===== src/rtl/start_light_pkg.sv =====
// Shared types and constants for the start-light sequencer: FSM state encoding,
// LFSR seed and feedback-tap lookup for widths 8..16.
package start_light_pkg;

   typedef enum logic [2:0] {
      StIdle,
      StArmed,
      StLeds,
      StDelay,
      StGo,
      StFault
   } state_e;

   localparam int unsigned LFSR_MIN_W = 8;
   localparam int unsigned LFSR_MAX_W = 16;

   // Nonzero seed; the LFSR can never fall into the all-zero lock-up state.
   localparam logic [LFSR_MAX_W-1:0] LFSR_SEED = 16'h0001;

   // Galois feedback masks (bit t-1 set for polynomial tap t); the top bit is
   // always set, which keeps a nonzero state nonzero after every shift.
   function automatic logic [LFSR_MAX_W-1:0] lfsr_taps(input int unsigned width);
      logic [LFSR_MAX_W-1:0] taps;
      case (width)
         8:       taps = 16'h00B8;
         9:       taps = 16'h0110;
         10:      taps = 16'h0240;
         11:      taps = 16'h0500;
         12:      taps = 16'h0829;
         13:      taps = 16'h100D;
         14:      taps = 16'h2015;
         15:      taps = 16'h6000;
         default: taps = 16'hD008;
      endcase
      return taps;
   endfunction

endpackage


===== src/rtl/start_light_sequencer_lfsr.sv =====
// Galois pseudo-random sequence generator with enable and synchronous seed reset.
module prbs_lfsr
   import start_light_pkg::*;
#(
   parameter int unsigned WIDTH = 8
) (
   input  logic             clk,
   input  logic             rst,
   input  logic             en,
   output logic [WIDTH-1:0] state
);

   localparam logic [LFSR_MAX_W-1:0] TAPS_FULL = lfsr_taps(WIDTH);
   localparam logic [WIDTH-1:0]      TAPS      = TAPS_FULL[WIDTH-1:0];
   localparam logic [WIDTH-1:0]      SEED      = LFSR_SEED[WIDTH-1:0];

   logic [WIDTH-1:0] lfsr_q;
   logic [WIDTH-1:0] lfsr_d;

   // Shift right and fold in the taps when the outgoing bit is set; hold when disabled.
   always_comb begin
      lfsr_d = lfsr_q;
      if (en) begin
         lfsr_d = (lfsr_q >> 1) ^ ({WIDTH{lfsr_q[0]}} & TAPS);
      end
   end

   // State register with synchronous reseed.
   always_ff @(posedge clk) begin
      if (rst) begin
         lfsr_q <= SEED;
      end else begin
         lfsr_q <= lfsr_d;
      end
   end

   assign state = lfsr_q;

endmodule


===== src/rtl/start_light_sequencer.sv =====
// Start-light sequencer: arms, fills the light bar one step at a time, waits a
// pseudo-random delay, then times the competitor's reaction in i_tick units.
// Optional feature macro: FALSE_START_DETECT_EN (reaction before GO -> FAULT).
module start_light_sequencer
   import start_light_pkg::*;
#(
   parameter int unsigned N_LEDS     = 10,
   parameter int unsigned STEP_TICKS = 1,
   parameter int unsigned DELAY_W    = 8,
   parameter int unsigned MIN_DELAY  = 16,
   parameter int unsigned TIME_W     = 16
) (
   input  logic              i_clk,
   input  logic              i_rst,
   input  logic              i_tick,
   input  logic              i_trigger,
   input  logic              i_reaction,
   output logic [N_LEDS-1:0] o_lights,
   output logic              o_go,
   output logic              o_falseStart,
   output logic              o_resultValid,
   output logic [TIME_W-1:0] o_reactionTime
);

   localparam int unsigned LFSR_W = (DELAY_W > LFSR_MIN_W) ? DELAY_W : LFSR_MIN_W;
   // One spare bit beyond the largest loadable delay.
   localparam int unsigned DCNT_W = $clog2(MIN_DELAY + (1 << DELAY_W)) + 1;
   localparam int unsigned STEP_W = 8;

   localparam logic [STEP_W-1:0] STEP_LAST   = STEP_W'(STEP_TICKS - 1);
   localparam logic [N_LEDS-1:0] ALL_ON      = '1;
   localparam logic [DCNT_W-1:0] DELAY_FLOOR = DCNT_W'(MIN_DELAY);

   state_e              state_q, state_d;
   logic [N_LEDS-1:0]   lights_q, lights_d;
   logic [STEP_W-1:0]   step_q, step_d;
   logic [DCNT_W-1:0]   delay_q, delay_d;
   logic [TIME_W-1:0]   react_q, react_d;
   logic [TIME_W-1:0]   time_q, time_d;
   logic                valid_q, valid_d;

   logic                lfsr_en;
   logic [LFSR_W-1:0]   lfsr_val;
   logic [N_LEDS-1:0]   lights_next;
   logic [DCNT_W-1:0]   delay_load;
   logic                false_start;
   logic                unused_lfsr;

   prbs_lfsr #(
      .WIDTH (LFSR_W)
   ) u_lfsr (
      .clk   (i_clk),
      .rst   (i_rst),
      .en    (lfsr_en),
      .state (lfsr_val)
   );

   // Only the low DELAY_W bits feed the delay; the rest just keep the sequence long.
   assign unused_lfsr = ^lfsr_val;

`ifdef FALSE_START_DETECT_EN
   assign false_start = i_reaction;
`else
   assign false_start = 1'b0;
`endif

   assign lights_next = {lights_q[N_LEDS-2:0], 1'b1};
   assign delay_load  = DELAY_FLOOR + DCNT_W'(lfsr_val[DELAY_W-1:0]);

   // Next-state and datapath updates for the sequence FSM.
   always_comb begin
      state_d = state_q;
      lights_d = lights_q;
      step_d = step_q;
      delay_d = delay_q;
      react_d = react_q;
      time_d = time_q;
      valid_d = 1'b0;
      lfsr_en = 1'b0;

      unique case (state_q)
         StIdle: begin
            lights_d = '0;
            step_d = '0;
            delay_d = '0;
            state_d = StArmed;
         end

         StArmed: begin
            // LFSR only runs while waiting, so the delay depends on human timing.
            lfsr_en = 1'b1;
            if (i_trigger) begin
               lights_d = '0;
               step_d = '0;
               state_d = StLeds;
            end
         end

         StLeds: begin
            if (false_start) begin
               lights_d = ALL_ON;
               state_d = StFault;
            end else if (i_tick) begin
               if (step_q == STEP_LAST) begin
                  step_d = '0;
                  lights_d = lights_next;
                  if (lights_next == ALL_ON) begin
                     delay_d = delay_load;
                     state_d = StDelay;
                  end
               end else begin
                  step_d = step_q + 1'b1;
               end
            end
         end

         StDelay: begin
            if (false_start) begin
               lights_d = ALL_ON;
               state_d = StFault;
            end else if (i_tick) begin
               // A count of 1 reaches zero on this tick; a zero load goes on the first tick.
               if (delay_q <= DCNT_W'(1)) begin
                  delay_d = '0;
                  lights_d = '0;
                  react_d = '0;
                  state_d = StGo;
               end else begin
                  delay_d = delay_q - 1'b1;
               end
            end
         end

         StGo: begin
            // A tick arriving with the reaction is not counted.
            if (i_reaction) begin
               time_d = react_q;
               valid_d = 1'b1;
               state_d = StIdle;
            end else if (i_tick && (react_q != '1)) begin
               react_d = react_q + 1'b1;
            end
         end

         StFault: begin
            lights_d = ALL_ON;
            if (i_trigger) begin
               state_d = StIdle;
            end
         end

         default: begin
            state_d = StIdle;
         end
      endcase
   end

   // State and datapath registers; reset overrides any sequence in flight.
   always_ff @(posedge i_clk) begin
      if (i_rst) begin
         state_q <= StIdle;
         lights_q <= '0;
         step_q <= '0;
         delay_q <= '0;
         react_q <= '0;
         time_q <= '0;
         valid_q <= 1'b0;
      end else begin
         state_q <= state_d;
         lights_q <= lights_d;
         step_q <= step_d;
         delay_q <= delay_d;
         react_q <= react_d;
         time_q <= time_d;
         valid_q <= valid_d;
      end
   end

   assign o_lights       = lights_q;
   assign o_go           = (state_q == StGo);
   assign o_falseStart   = (state_q == StFault);
   assign o_resultValid  = valid_q;
   assign o_reactionTime = time_q;

endmodule


===== config.mk =====
export PLATFORM = sky130hd
export DESIGN_NAME = start_light_sequencer
export DESIGN_NICKNAME = d
export VERILOG_FILES = /design/src/rtl/start_light_pkg.sv /design/src/rtl/start_light_sequencer_lfsr.sv /design/src/rtl/start_light_sequencer.sv
export SDC_FILE = /design/constraint.sdc
export NUM_CORES = 1
export LEC_CHECK = 0
export CORE_UTILIZATION = 50
export DETAILED_ROUTE_END_ITERATION = 10
export PLACE_DENSITY_LB_ADDON = 0.1
export SLEW_MARGIN = 5
export SYNTH_ARGS = -nofsm -noshare
export SYNTH_HDL_FRONTEND = slang
export SYNTH_SLANG_ARGS = --single-unit

===== constraint.sdc =====
create_clock -name i_clk -period 4.32 [get_ports i_clk]
set_input_delay 0.864 -clock i_clk [delete_from_list [all_inputs] [get_ports i_clk]]
set_output_delay 0.864 -clock i_clk [all_outputs]
set_load 0.02 [all_outputs]

==> out/metrics.csv <==
stage,metric,value,unit
synthesis,Synth Area in Compound Gates,0.213,
synthesis,Synth area leader,dfxtp_1,
die,number of I/O pins,34,
synthesis,mux contribution to synthesized area,0.0224,
worst_hold_path,HP Class,flop to flop,
die,# rows,30,
worst_setup_path,cell chain of the critical path,or3b_1 > inv_2 > clkdlybuf4s50_1,
cts,CTS clock-pin slew for the worst setup and hold paths,0.08,ns
synthesis,Yosys top cell area share,0.397,
detailed_routing,Vias per Instance,5.73,
pwr,power share of the combinational group,0.284,
global_route,first-pass GRT wire length,13600,um
placement,PortBufs,33,
die,core footprint,6910,um^2
worst_setup_path,"CP delay by family, top",buffers and inverters,
die,die height,87.2,um
synthesis,Post-Synth Simple-Gate Area,0.256,
status,outcome,"finished, final reports clean",
worst_setup_path,sum of buffers and inverters on the critical path,2,
global_route,met2 usage,0.335,
synthesis,Post-Syn Area,3630,um^2
cts,Hold Buf Count CTS,0,
cells_and_area,Layout fillers,673,
pwr,Worst VDD drop,0.271,mV
synthesis,Post-Synth Adder-Cell Area,0.0207,
cts,CTS H-Tree Depth,3,
cells_and_area,nets,472,
global_route,largest net degree at the start of global routing,64,
pwr,total net switching power,641,uW
detailed_routing,drt total wl,8100,um
worst_setup_path,reg2reg path depth,5,
worst_setup_path,Critical Path Fanout Max,22,
pwr,leakage,0.00138,uW
timing,slew margin rel.,0.368,
synthesis,XOR/XNOR Fraction of Synth Area,0.0434,
worst_hold_path,worst hold stages,2,
cts,CTS sink cnt,72,
cts,CTS resizes,0,
detailed_routing,DRC,0,
timing,Final period util,0.795,
detailed_routing,First-pass DRT Iterations,5,
pwr,cell area power density,429,nW/um^2
worst_setup_path,Crit path depth,3,
timing,RSZ-0062 raised after global routing,false,
timing,setup_tns,0,ns
placement,post-DP HPWL,5490,um
timing,Slew @ Worst Pin,0.936,ns
placement,Placer Congestion,0.924,
detailed_routing,ANT nets after route,0,
synthesis,Post-synth EDFFs,0,
synthesis,"top cells by area, synth","dfxtp_1 (40%), nand2_1 (6.0%), a21oi_1 (5.8%)",
cells_and_area,layout cells sized above 1,0.0944,
global_route,GRT busiest layer,met2,
cts,number of buffers on the longest clock path,2,
die,die outline width,87.2,um
cells_and_area,Finished Core Util,0.602,
global_route,initial antenna violation count,0,
synthesis,"Seq/Total Area, Yosys",0.397,
synthesis,post-synth cell types,57,
worst_setup_path,Crit-path slowest cell,dfxtp_1,
cells_and_area,Area Growth Syn to Fin,14.6,%
timing,Pins Over Slew Limit,0,
cts,root buffer cell,clkbuf_8,
synthesis,ys flop type,dfxtp_1,
cts,CTS tree,built,
synthesis,register bit total from synthesis,72,
detailed_routing,DR WL/cell,14.4,um
pwr,Sw Ratio,0.359,
timing,final setup violation count,0,
flow_run,maxcap violations,0,
cts,Post-CTS Setup Inserts,0,
global_route,M1 GR Usage,0.331,
synthesis,Synth Area per Inst,8.23,um^2
timing,clock skew,0.00792,ns
die,initial core utilization,0.526,
timing,"Hold Vio Cnt, Final",0,
timing,maximum clock rate,291,MHz
worst_setup_path,Crit Path Class,flop to output pin,
die,die area,7610,um^2
synthesis,largest family of logic cells by synthesized area,simple AND/OR/NAND/NOR gates,
detailed_routing,Vias,3223,
synthesis,Post-Syn Nets,452,
synthesis,asr flop ratio synth,0,
global_route,grt total ovfl,0,
cells_and_area,"commonest non-fill, non-tap cell in the layout",dfxtp_1,
global_route,met3 global-route usage,0.0540,
pwr,clock power share,0.264,
cts,clock latency on the worst-skew pair,0.35,ns
pwr,cell internal pwr,1140,uW
timing,min cycle time layout,3.43,ns
pwr,Reg power frac,0.452,
timing,worst hold slack,0.456,ns
synthesis,Syn Inst Count,441,
worst_setup_path,Worst setup SP type,flop,
detailed_routing,Iteration-0 DRC Markers,273,
cells_and_area,"commonest non-fill, non-tap cells in the layout","dfxtp_1 (72), nand2_1 (58), nor2_1 (48), a21oi_1 (42), clkdlybuf4s50_1 (32)",
global_route,vias in the first global route,2815,
global_route,Total GRT Usage,0.229,
synthesis,Synth Warn #,0,
cells_and_area,n_diodes,0,
worst_setup_path,CP Capture Type,output pin,
cts,Inserted Clock Buffers,9,
worst_setup_path,CP required,3.46,ns
worst_setup_path,Worst path max stage delay,0.75,ns
worst_setup_path,Critical Path AT,2.57,ns
final timing paths:
kind | from | end | slack (ns)
worst min-delay path | o_reactionTime[0] | o_reactionTime[0] | 0.46
worst max-delay path | state_q[2] | o_go | 0.89
worst max register to register | state_q[2] | react_q[13] | 1.41
worst min register to register | o_reactionTime[0] | o_reactionTime[0] | 0.46
per-stage QoR:
stage,cell area (um^2),setup WS (ns),power [uW],instances
after global placement,3990,1.29,1310,546
final,4160,0.887,1790,562
after detailed placement,3990,1.22,1320,546
after floorplan,3630,2.13,1190,441
after global routing,4160,0.788,1880,562
after CTS,4160,0.913,1790,562
layer usage:
| metal | part of all wire | vias up |
|---|---|---|
| met5 | 0 | - |
| met4 | 0.012 | 0 |
| met3 | 0.054 | 8 |
| met2 | 0.42 | 85 |
| met1 | 0.51 | 1505 |
| li1 | - | 1625 |
layout make-up:
class | instances | area [um^2] | share of cell area
Multi-Input combinational cell | 327 | 2020 | 0.485
Sequential cell | 72 | 1440 | 0.346
Timing Repair Buffer | 37 | 355 | 0.0854
Clock buffer | 9 | 124 | 0.0298
Tap cell | 96 | 120 | 0.0289
Inverter | 14 | 52.6 | 0.0126
Clock inverter | 7 | 48.8 | 0.0117
synthesized netlist by cell type, types with 2 or more instances:
| cell | n |
|---|---|
| dfxtp_1 | 72 |
| nand2_1 | 58 |
| nor2_1 | 48 |
| a21oi_1 | 42 |
| clkbuf_1 | 23 |
| xnor2_1 | 17 |
| inv_1 | 13 |
| nor3_1 | 12 |
| o21ai_0 | 12 |
| a211oi_2 | 10 |
| a22oi_1 | 9 |
| nand3_1 | 9 |
| a31oi_1 | 7 |
| mux2i_1 | 7 |
| nand4_1 | 7 |
| nor4_1 | 7 |
| and3_1 | 6 |
| ha_1 | 6 |
| o31ai_1 | 6 |
| a311oi_1 | 5 |
| or4_1 | 5 |
| a211oi_1 | 4 |
| o32ai_1 | 4 |
| or3_1 | 4 |
| and2_1 | 3 |
| nand2b_1 | 3 |
| nor2b_1 | 3 |
| nor3b_1 | 3 |
| or3b_2 | 3 |
| buf_2 | 2 |
| nand4b_1 | 2 |
| nor3b_2 | 2 |
| nor4b_1 | 2 |
| o41a_1 | 2 |
worst register-to-register path, stage by stage, from the launching register on:
cell	delay, ns
dfxtp_1	0.75
or3b_1	0.60
nor3b_2	0.48
a31oi_1	0.29
nor2_1	0.47
a311oi_1	0.18
flip-flops by register name, indices dropped and copies added, names as in the netlist:
| name | cells |
|---|---|
| step_q | 8 |
| o_reactionTime | 16 |
| state_q | 3 |
| o_resultValid | 1 |
| delay_q | 10 |
| o_lights | 10 |
| react_q | 16 |
| u_lfsr.state | 8 |
kinds of logic (layout without fill, tap and decap cells):
logic type,after synthesis,count (layout)
AO/OA/AOI/OAI,111,111
XOR/XNOR,18,18
adder cells (fa/ha/maj),6,6
buffers and inverters,42,67
flip-flops,72,72
multiplexers,8,8
AND/OR/NAND/NOR,184,184
power groups by stage:
stage / clock, uW / combinational, uW / sequential, uW
floorplan: 0 / 374 / 815
global placement: 0 / 493 / 819
detailed placement: 0 / 499 / 821
CTS: 482 / 504 / 806
global route: 511 / 553 / 820
finish: 472 / 507 / 807
Power figures use the tool's default switching activity.
